## config.mk

```make
export PLATFORM = sky130hd
export DESIGN_NAME = riscv_fetch_flat
export DESIGN_NICKNAME = d
export VERILOG_FILES = /design/src/rtl/riscv_fetch_if.sv /design/src/rtl/riscv_fetch.sv /design/src/flat_wrapper.sv
export SDC_FILE = /design/constraint.sdc
export NUM_CORES = 1
export LEC_CHECK = 0
export BUFFER_PORTS_ARGS = -buffer_cell sky130_fd_sc_hd__buf_4
export CORE_MARGIN = 1
export CORE_UTILIZATION = 41
export CTS_BUF_LIST = sky130_fd_sc_hd__clkbuf_8
export DETAILED_ROUTE_END_ITERATION = 7
export PLACE_DENSITY = 0.72
export SYNTH_ARGS = -nofsm -noshare
export SYNTH_HDL_FRONTEND = slang
export SYNTH_SLANG_ARGS = --single-unit
```

## constraint.sdc

```tcl
create_clock -name clk -period 2.3 [get_ports clk]
set_input_delay 0 -clock clk [delete_from_list [all_inputs] [get_ports clk]]
set_output_delay 0 -clock clk [all_outputs]
set_load 0.01 [all_outputs]
```

## src/rtl/riscv_fetch_if.sv

```systemverilog
// Fetch-stage bus bundle: both ROM ports, the redirect input from execute
// and the decode-facing valid/ready bundle.
interface riscv_fetch_if;
   logic [31:0] fw_rom_addr;
   logic [31:0] fw_rom_out;
   logic [31:0] rom_addr;
   logic [31:0] rom_out;
   logic        redirect_valid;
   logic [31:0] redirect_pc;
   logic        out_valid;
   logic        out_ready;
   logic [31:0] out_pc;
   logic [31:0] out_instr;
   logic        out_fault;

   modport master (
      output fw_rom_addr, rom_addr, out_valid, out_pc, out_instr, out_fault,
      input  fw_rom_out, rom_out, redirect_valid, redirect_pc, out_ready
   );

   modport slave (
      input  fw_rom_addr, rom_addr, out_valid, out_pc, out_instr, out_fault,
      output fw_rom_out, rom_out, redirect_valid, redirect_pc, out_ready
   );
endinterface

```

## src/rtl/riscv_fetch.sv

```systemverilog
// RISC-V instruction fetch: owns the PC, maps it onto firmware/program ROM
// windows and hands one registered {pc, instr, fault} bundle per cycle to decode.
module riscv_fetch #(
   parameter logic [31:0] RESET_PC = 32'h0000_0000,
   parameter logic [31:0] FW_BASE  = 32'h0000_0000,
   parameter logic [31:0] FW_SIZE  = 32'd512,
   parameter logic [31:0] ROM_BASE = 32'h0000_1000,
   parameter logic [31:0] ROM_SIZE = 32'd512,
   parameter logic [31:0] NOP      = 32'h0000_0013
) (
   input  logic               clk,
   input  logic               reset_n,
   riscv_fetch_if.master      bus
);

   typedef enum logic {RUN, FAULT} state_t;

   state_t      state_reg, state_next;
   logic [31:0] pc_reg, pc_next;
   logic        valid_reg, valid_next;
   logic [31:0] opc_reg, opc_next;
   logic [31:0] instr_reg, instr_next;
   logic        fault_reg, fault_next;

   logic [31:0] fw_off, rom_off;
   logic        fw_hit, rom_hit, pc_fault, fetch_en;
   logic [31:0] fetch_word;

   // Unsigned offset compare covers both window bounds in one test;
   // firmware takes precedence if the windows ever overlap.
   assign fw_off   = pc_reg - FW_BASE;
   assign rom_off  = pc_reg - ROM_BASE;
   assign fw_hit   = (fw_off < FW_SIZE);
   assign rom_hit  = !fw_hit && (rom_off < ROM_SIZE);
   assign pc_fault = !(fw_hit || rom_hit) || (pc_reg[1:0] != 2'b00);

   assign bus.fw_rom_addr = fw_hit  ? (fw_off  & ~32'h3) : 32'h0;
   assign bus.rom_addr    = rom_hit ? (rom_off & ~32'h3) : 32'h0;
   assign fetch_word      = fw_hit  ? bus.fw_rom_out : bus.rom_out;

   assign fetch_en = !valid_reg || bus.out_ready;

   always_ff @(posedge clk or negedge reset_n) begin
      if (!reset_n) begin
         state_reg <= RUN;
         pc_reg    <= RESET_PC;
         valid_reg <= 1'b0;
         opc_reg   <= 32'h0;
         instr_reg <= NOP;
         fault_reg <= 1'b0;
      end else begin
         state_reg <= state_next;
         pc_reg    <= pc_next;
         valid_reg <= valid_next;
         opc_reg   <= opc_next;
         instr_reg <= instr_next;
         fault_reg <= fault_next;
      end
   end

   always_comb begin
      state_next = state_reg;
      pc_next    = pc_reg;
      valid_next = valid_reg;
      opc_next   = opc_reg;
      instr_next = instr_reg;
      fault_next = fault_reg;

      // A redirect kills the pending bundle and fetches nothing this cycle.
      if (bus.redirect_valid) begin
         pc_next    = bus.redirect_pc;
         valid_next = 1'b0;
         state_next = RUN;
      end else begin
         case (state_reg)
            RUN: begin
               if (fetch_en) begin
                  valid_next = 1'b1;
                  opc_next   = pc_reg;
                  if (pc_fault) begin
                     instr_next = NOP;
                     fault_next = 1'b1;
                     state_next = FAULT;
                  end else begin
                     instr_next = fetch_word;
                     fault_next = 1'b0;
                     pc_next    = pc_reg + 32'd4;
                  end
               end
            end
            FAULT: begin
               if (valid_reg && bus.out_ready)
                  valid_next = 1'b0;
            end
            default: state_next = RUN;
         endcase
      end
   end

   assign bus.out_valid = valid_reg;
   assign bus.out_pc    = opc_reg;
   assign bus.out_instr = instr_reg;
   assign bus.out_fault = fault_reg;

endmodule

```

## src/flat_wrapper.sv

```systemverilog
// flat-port wrapper written by rule: the top's interface ports become plain ports
module riscv_fetch_flat 
#(
   parameter logic [31:0] RESET_PC = 32'h0000_0000,
   parameter logic [31:0] FW_BASE  = 32'h0000_0000,
   parameter logic [31:0] FW_SIZE  = 32'd512,
   parameter logic [31:0] ROM_BASE = 32'h0000_1000,
   parameter logic [31:0] ROM_SIZE = 32'd512,
   parameter logic [31:0] NOP      = 32'h0000_0013
)
  (clk, reset_n, bus_fw_rom_addr, bus_rom_addr, bus_out_valid, bus_out_pc, bus_out_instr, bus_out_fault, bus_fw_rom_out, bus_rom_out, bus_redirect_valid, bus_redirect_pc, bus_out_ready);
  riscv_fetch_if bus_i ();
  input  logic clk;
  input  logic reset_n;
  output wire logic [$bits(bus_i.fw_rom_addr)-1:0] bus_fw_rom_addr;
  output wire logic [$bits(bus_i.rom_addr)-1:0] bus_rom_addr;
  output wire logic [$bits(bus_i.out_valid)-1:0] bus_out_valid;
  output wire logic [$bits(bus_i.out_pc)-1:0] bus_out_pc;
  output wire logic [$bits(bus_i.out_instr)-1:0] bus_out_instr;
  output wire logic [$bits(bus_i.out_fault)-1:0] bus_out_fault;
  input wire logic [$bits(bus_i.fw_rom_out)-1:0] bus_fw_rom_out;
  input wire logic [$bits(bus_i.rom_out)-1:0] bus_rom_out;
  input wire logic [$bits(bus_i.redirect_valid)-1:0] bus_redirect_valid;
  input wire logic [$bits(bus_i.redirect_pc)-1:0] bus_redirect_pc;
  input wire logic [$bits(bus_i.out_ready)-1:0] bus_out_ready;
  assign bus_fw_rom_addr = bus_i.fw_rom_addr;
  assign bus_rom_addr = bus_i.rom_addr;
  assign bus_out_valid = bus_i.out_valid;
  assign bus_out_pc = bus_i.out_pc;
  assign bus_out_instr = bus_i.out_instr;
  assign bus_out_fault = bus_i.out_fault;
  assign bus_i.fw_rom_out = bus_fw_rom_out;
  assign bus_i.rom_out = bus_rom_out;
  assign bus_i.redirect_valid = bus_redirect_valid;
  assign bus_i.redirect_pc = bus_redirect_pc;
  assign bus_i.out_ready = bus_out_ready;
  riscv_fetch #(.RESET_PC(RESET_PC), .FW_BASE(FW_BASE), .FW_SIZE(FW_SIZE), .ROM_BASE(ROM_BASE), .ROM_SIZE(ROM_SIZE), .NOP(NOP)) u_core (.clk(clk), .reset_n(reset_n), .bus(bus_i));
endmodule
```

==> After elaboration in Yosys (flattened, before gate mapping) <==
Cells that the tools add are included.
{ "totals": {"output_inout_bits": 130, "elab_cells": 45, "reg_bits": 99} }
{ "op_classes": {"n_reduce_logical": 13, "muxes": 16, "bitwise_logic": 2, "eq_ne": 4, "magnitude_cmp": 2, "n_addsub": 2} }
{ "op_table": {"columns": ["cell", "n"], "rows": [
  ["32-bit two-way mux", 8],
  ["32-bit by 10-bit less-than comparator with 1-bit output, second input constant", 2],
  ["32-bit by 3-bit adder with 32-bit output, second input constant", 1],
  ["32-bit by 13-bit subtractor with 32-bit output, second input constant", 1],
  ["1-bit two-way mux", 7],
  ["3-bit AND reduction", 2],
  ["2-bit != test, second input constant", 2],
  ["2-bit nonzero test", 2],
  ["1-bit logical NOT", 3],
  ["1-bit logical OR", 3],
  ["3-bit by 2-bit != test with 1-bit output, second input constant", 1],
  ["3-bit != test, second input constant", 1],
  ["1-bit logical AND", 2],
  ["1-bit inverter", 2],
  ["1-bit one-hot mux with 2 select lines", 1],
  ["2-bit AND reduction", 1]
]} }

==> Longest topological paths before layout <==
Gate-level depths: netlist of the first run.
{ "logic_depth": {"depth_word": 10, "ltp_mapped": 10} }

==> Least setup slack after synthesis of the first run <==
Ideal clock, no wire load.
{ "synth_path": {"path_type": "reg-to-reg", "startpoint": "reg u_core.pc_reg[16]", "endpoint": "reg u_core.pc_reg[10]", "path_buffers": 1, "arrival_time_ns": 2.189, "setup_slack_ns": 0.029, "path_stages_with_launch": 8, "t_required_ns": 2.218, "cell_sequence": "dfrtp_1 -> nor4_4 -> nand3_1 -> a2111oi_4 -> a41oi_2 -> buf_2 -> or3_1 -> a31oi_1"} }
{ "synth_via": {"elab_chain_len": 8, "word_cells_on_any_way": 10} }
{ "synth_lines": {"columns": ["element", "line", "source"], "rows": [
  ["from (decl)", "riscv_fetch.sv:19", "logic [31:0] pc_reg, pc_next;"],
  ["from (signal assigned)", "riscv_fetch.sv:53", "pc_reg <= pc_next;"],
  ["32-bit by 13-bit subtractor with 32-bit output or 32-bit by 10-bit less-than comparator with 1-bit output (tied branches)", "riscv_fetch.sv:32, riscv_fetch.sv:33", null],
  ["32-bit by 10-bit less-than comparator with 1-bit output or 1-bit logical NOT (tied branches)", "riscv_fetch.sv:34", "assign rom_hit = !fw_hit && (rom_off < ROM_SIZE);"],
  ["1-bit logical AND", "riscv_fetch.sv:34", null],
  ["1-bit logical OR *", "riscv_fetch.sv:35", "assign pc_fault = !(fw_hit || rom_hit) || (pc_reg[1:0] != 2'b00);"],
  ["1-bit logical NOT *", "riscv_fetch.sv:35", null],
  ["1-bit logical OR *", "riscv_fetch.sv:35", null],
  ["2-bit != test (no line) *", null, null],
  ["3-bit AND reduction (no line) *", null, null]
]} }
Every way passes the cells marked *; elsewhere a longest branch is shown, timed or not.
A chain may end at the register's enable or synchronous reset.

==> Final worst setup path of the first run <==
{ "layout_path": {"startpoint": "reg u_core.pc_reg[16]", "endpoint": "out bus_rom_addr[13]"} }
{ "layout_via": {"elab_chain_len": 4, "word_cells_on_any_way": 6} }
{ "layout_lines": {"columns": ["element", "line", "source"], "rows": [
  ["32-bit by 13-bit subtractor with 32-bit output or 32-bit by 10-bit less-than comparator with 1-bit output (tied branches)", "riscv_fetch.sv:32, riscv_fetch.sv:33", null],
  ["32-bit by 10-bit less-than comparator with 1-bit output or 1-bit logical NOT (tied branches)", "riscv_fetch.sv:34", null],
  ["1-bit logical AND *", "riscv_fetch.sv:34", null],
  ["32-bit two-way mux *", "riscv_fetch.sv:38", "assign bus.rom_addr = rom_hit ? (rom_off & ~32'h3) : 32'h0;"],
  ["to (decl)", "flat_wrapper.sv:16", "output wire logic [$bits(bus_i.rom_addr)-1:0] bus_rom_addr;"]
]} }
Marks and branches as above.

==> flow_summary.yaml, run 1 <==
sta:
  worst_slack_ps: -223
  hold_viol_final: 0
  fin_skew_ps: 10.6
  finalSetupViolCount: 62
  fin_crit_ps: 2520
  fin_crit_sh_pct: 110
  tightest_slew_ps: 696
  clock.fmax_mhz: 396
  rsz0062_at_grt: "yes"
  drv_slew: 0
  timing.slew.headroom_pct: 53.6
  fin_tns_setup_ps: -7530
routing:
  wirelength_microns: 17100
  wire_per_inst_microns: 17.0
  firstDrtPassIters: 6
  vias: 5221
  postRouteAntennaNets: 0
  drt_iter0_markers: 372
  drc_errors: 0
  via_per_inst: 5.20
logic_synthesis:
  synthFlopType: "dfrtp_1"
  yosys_register_bits: 99
  synth_top_area_share_pct: 47.9
  synth-edff-count: 0
  syn-cell-area_sq_um: 5020
  synth.area.top_cells: "dfrtp_1, nand2_1, buf_4"
  ys_types: 39
  synthMostInstantiatedCell: "nand2_1"
  yosysSeqAreaShare_pct: 49.4
  yosysTopAreaCell: "dfrtp_1"
  synthArstFlopShare_pct: 100
  synthCells: 528
  yosys_warnings: 0
  synthTopCellsByCount: "nand2_1, dfrtp_1, buf_4"
  avgSynthCellArea_sq_um: 9.51
status:
  violations: "negative setup slack"
  status: "finished, violations left"
critical_path:
  crit_fanout: 6
  cp-end-kind: "output pin"
  critPathLaunchType: "flip-flop"
  cp_data_required_time_ps: 2300
  worst_ep_arrival_time_ps: 2520
  worst-setup-path-type: "flip-flop to output pin"
finish:
  fin_util_pct: 71.1
  diodes: 0
  area_growth_syn_to_layout_pct: 69.4
  final_nets: 958
  fin_cells: 1005
  layout-drive-gt1-share_pct: 40.2
clock_network:
  cts_tree: "built"
  ctsRootBufferMaster: "clkbuf_8"
  cts.sinks: 99
  htreeDepth: 3
  cts_buffer_depth: 2
  numCtsBuffers: 9
  clock_latency_ps: 380
  clk_pin_slew_ps: 90
placed_design:
  gp_congestion: 0.839
  dp_hpwl_microns: 9770
  port_buffers: 186
  dp_cells: 873
global_route:
  grt_max_degree: 55
  grt_usage_pct: 25.9
  antenna_found_initial: 0
  grt_pass1_wl_microns: 25300
  first_global_vias: 5119
  grt_overflow_total: 0
floorplan:
  die_x_microns: 113
  dieArea_sq_um: 12700
  dieHeight_microns: 113
  core_sq_um: 12000
  row_count: 40
  initial_utilization_pct: 42.0
  io_pins: 230
power_and_ir_drop:
  peakVddDrop_mv: 0.389
  p_leak_uw: 0.00403
  p_total_uw: 4590
  powerDensity_nw_per_um2: 540
worst_hold_path:
  hp-class: "input pin to flip-flop"
flow_run:
  drv_cap: 0
-- layout by cell type (no fill, tap or decap), drive strengths merged, types with 8 or more instances in the layout --
cell	Yosys	layout
and2	23	23
conb	1	43
o31ai	32	32
o21ai	15	15
a31oi	15	15
a22oi	29	29
dfrtp	96	96
nand2	132	132
or3	10	10
dlygate4sd3	0	93
clkbuf	28	11
nand3	8	8
nor2	23	23
buf	47	252
mux2	19	19
-- stage by stage --
stage	cell area (sq um)	worst slack, ps	hold WS [ps]
floorplan	5180	29.3	-296
global placement	6720	-207	77.6
detailed placement	6720	-303	93.6
CTS	8220	-229	2.76
global route	8500	-343	8.38
finish	8500	-223	14.6
-- cell type report --
cell class | instances | area, sq um
inverter | 4 | 15.0
clock buffer | 10 | 138
tap | 147 | 184
multi-input combinational | 392 | 2440
sequential | 99 | 2480
clock inverter | 6 | 136
fill | 815 | 3460
timing repair buffer | 347 | 3110
-- report_power, final --
part           internal, uW  switching, uW  total, uW
sequential             1900            136       2040
clock                   864            634       1500
combinational           548            505       1050
-- final timing paths --
kind	startpoint	end	slack, ps	depth (start not counted)
worst max-delay path	u_core.pc_reg[16]	bus_rom_addr[13]	-220	8
worst min-delay path	bus_fw_rom_out[11]	u_core.bus.out_instr[11]	10	3
worst max register to register	u_core.pc_reg[16]	u_core.bus.out_instr[2]	-200	9
worst min register to register	u_core.state_reg	u_core.bus.out_valid	450	1
max in group asynchronous	reset_n	u_core.pc_reg[25]	1390	3
min in group asynchronous	reset_n	u_core.bus.out_pc[4]	200	2
-- worst max-delay path, cell delays in order, from the launching register on --
cell and delay [ps]:
dfrtp_1 420, nor4_4 360, nand3_2 130, a2111oi_4 380
buf_4 170, and4_4 270, buf_8 140, nor2b_4 150
buf_6 100
-- metal layers --
| layer | track usage [%] | part of all wire [%] | vias up |
|---|---|---|---|
| met2 | 45.3 | 51 | 268 |
| met1 | 29.6 | 39 | 2490 |
| met5 | 0 | 0 | - |
| met3 | 5.24 | 6.5 | 60 |
| li1 | - | - | 2403 |
| met4 | 14.3 | 3.8 | 0 |
-- cell families after synthesis --
kind of cell	after synthesis	synth area share [%]
AOI/OAI and AO/OA	102	14.5
xor gates and xnor gates	1	0.175
adders and majority gates	5	1.25
buffers and inverters	79	9.32
DFF	99	49.4
muxes	19	4.26
other	1	0.0747
and+or+nand+nor	222	21.0
-- timing repair --
action | CTS | global route
cloned | 3 | 1
pin swaps | 10 | 11
hold buffers | 92 | 1
setup endpoints to repair | 63 | 64
hold endpoints to repair | 112 | 1
setup buffers | 8 | 13
resized for setup | 43 | 44
Note: power is estimated with default switching activity, not from simulation.
==> run 2, diff against run 1 <==
==> constraint.sdc (replaced) <==
create_clock -name clk -period 2.15 [get_ports clk]
set_input_delay 0 -clock clk [delete_from_list [all_inputs] [get_ports clk]]
set_output_delay 0 -clock clk [all_outputs]
set_load 0.01 [all_outputs]
==> run 2 against run 1 <==
  * The flow still finishes with violations (negative setup slack)
  * Die area unchanged
  * First-iteration DRC count rose by 6.2%
  * Count of clock-buffer cells in the layout unchanged
  * Cell count rose by 0.70%
  * Sequential cell count did not move
  * Sequential share of layout area hardly changed
  * Clock power fell by 3%
  * Sequential power increased by 6%
  * Hold slack gained 7.7 ps
==> flow_summary.yaml, run 2 (synthesis results as in run 1) <==
critical_path:
  crit_chain: "nor4_4 > buf_4 > nand4_1 > xor2_2 > buf_4 > and4_4 > buf_6 > nor2b_4 > buf_6"
  cp_data_required_time_ps: 2150
  cp-end-kind: "output pin"
  crit_slowest_cell: "dfrtp_1"
  max_stage_delay_ps: 420
  crit_fanout: 6
  rr_worst_depth: 10
  timing.rr.start: "u_core.pc_reg[20]"
  worst_ep_arrival_time_ps: 2520
  ff2ff_setup_slack_ps: -360
  reg2reg_to: "u_core.pc_reg[10]"
  worst-setup-path-type: "flip-flop to output pin"
  critPathLaunchType: "flip-flop"
placed_design:
  dp_hpwl_microns: 9900
  dp_cells: 876
  gp_congestion: 0.857
  port_buffers: 186
  place_ws_ps: -242
worst_hold_path:
  min_to: "u_core.bus.out_instr[22]"
  whs_path_depth: 3
  hp-class: "input pin to flip-flop"
  hp-start: "bus_rom_out[22]"
status:
  violations: "negative setup slack"
  status: "finished, violations left"
sta:
  tightest_slew_ps: 506
  worst_slack_ps: -367
  fin_skew_ps: 20.9
  timing.slew.headroom_pct: 66.2
  fin_crit_ps: 2520
  rsz0062_at_grt: "yes"
  drv_slew: 0
  finalSetupViolCount: 66
  fin_crit_sh_pct: 117
  worst_hold_slack_ps: 22.3
  hold_viol_final: 0
  clock.fmax_mhz: 397
clock_network:
  cts_tree: "built"
  htreeDepth: 3
  cts_buffer_depth: 2
  clock_latency_ps: 380
  ctsRootBufferMaster: "clkbuf_8"
  clk_pin_slew_ps: 90
  numCtsBuffers: 9
  cts.sinks: 99
flow_run:
  drv_cap: 0
floorplan:
  io_pins: 230
  die_x_microns: 113
  initial_utilization_pct: 42.0
  dieHeight_microns: 113
  core_sq_um: 12000
  dieArea_sq_um: 12700
  row_count: 40
finish:
  mostFrequentLayoutCell: "buf_4"
  fin_cells: 1012
  area_growth_syn_to_layout_pct: 69.3
  final_nets: 964
  layout-drive-gt1-share_pct: 39.4
  final_cell_mix: "buf_4, nand2_1, dfrtp_1, dlygate4sd3_1, conb_1"
  fin_util_pct: 71.1
global_route:
  grt_usage_pct: 26.8
  grt_pass1_wl_microns: 26300
  grt_overflow_total: 0
  met3_usage_pct: 4.91
  antenna_found_initial: 1
  grt_max_degree: 55
  top_usage_layer: "met2"
  grt_util_met1_pct: 31.8
  first_global_vias: 5339
  use_met2_pct: 47.2
routing:
  via_per_inst: 5.15
  drt_iter0_markers: 395
  vias: 5208
  drc_errors: 0
  wire_per_inst_microns: 17.4
  postRouteAntennaNets: 0
  wirelength_microns: 17600
  firstDrtPassIters: 5
power_and_ir_drop:
  p_total_uw: 4770
  powerDensity_nw_per_um2: 561
  p_leak_uw: 0.00404
  peakVddDrop_mv: 0.477
[run 2: cell types whose count changed in the layout (fill, tap and decap cells not counted), sizes merged]
| cell | before | now |
|---|---|---|
| bufinv | 4 | 3 |
| buf | 252 | 257 |
| dlygate4sd3 | 93 | 94 |
| diode | 0 | 1 |
| clkinv | 2 | 1 |
| bufbuf | 1 | 0 |
| inv | 3 | 5 |
| clkbuf | 11 | 12 |
[run 2: metrics by stage]
stage               instance area, sq um  TNS (ps)
global route                        8500    -24990
finish                              8500    -18850
floorplan                           5230      -395
global placement                    6770     -4360
CTS                                 8300    -18220
detailed placement                  6770     -8580
[run 2: power breakdown]
part / internal, uW / total (uW) / switching [uW]
combinational: 593 / 1150 / 557
sequential: 2040 / 2170 / 136
clock: 797 / 1450 / 653
total: 3430 / 4770 / 1350
[run 2: how the worst max path moves through the flow]
stage                                  from           endpoint  depth (start not counted)
after floorplan           u_core.pc_reg[14]  u_core.pc_reg[10]                          7
after global placement    u_core.pc_reg[14]  u_core.pc_reg[11]                          7
after detailed placement  u_core.pc_reg[14]   u_core.pc_reg[9]                          7
after CTS                 u_core.pc_reg[20]   bus_rom_addr[13]                          8
after global routing      u_core.pc_reg[14]    bus_rom_addr[7]                          8
final                     u_core.pc_reg[20]   bus_rom_addr[13]                          9
[run 2: critical path, delay by kind of cell (launching register included)]
kind | cells | cell delay, ps
AND/OR/NAND/NOR | 4 | 950
flip-flops | 1 | 420
XOR/XNOR | 1 | 210
buffers and inverters | 4 | 560
[run 2: layer usage]
metal  wire length (microns)  share of wire [%]
met4                     548                3.1
met1                    6980                 40
met2                    8900                 51
met3                    1180                6.7
met5                       0                  0
[run 2: area by class of cell]
type                            count  area (sq um)
Clock inverter                      6           105
Inverter                            4          15.0
Fill cell                         843          3460
Clock buffer                       10           138
Antenna cell                        1          2.50
Multi-Input combinational cell    392          2450
Sequential cell                    99          2480
Tap cell                          147           184
Timing Repair Buffer              353          3130
[run 2: repair_timing]
item | 4_1_cts | 5_1_grt
endpoints found under the hold margin | 159 | 1
pin swaps | 15 | 21
gates cloned | 6 | 2
setup buffers | 14 | 6
hold buffers | 92 | 2
setup endpoints to repair | 65 | 68
gates resized for setup | 32 | 42
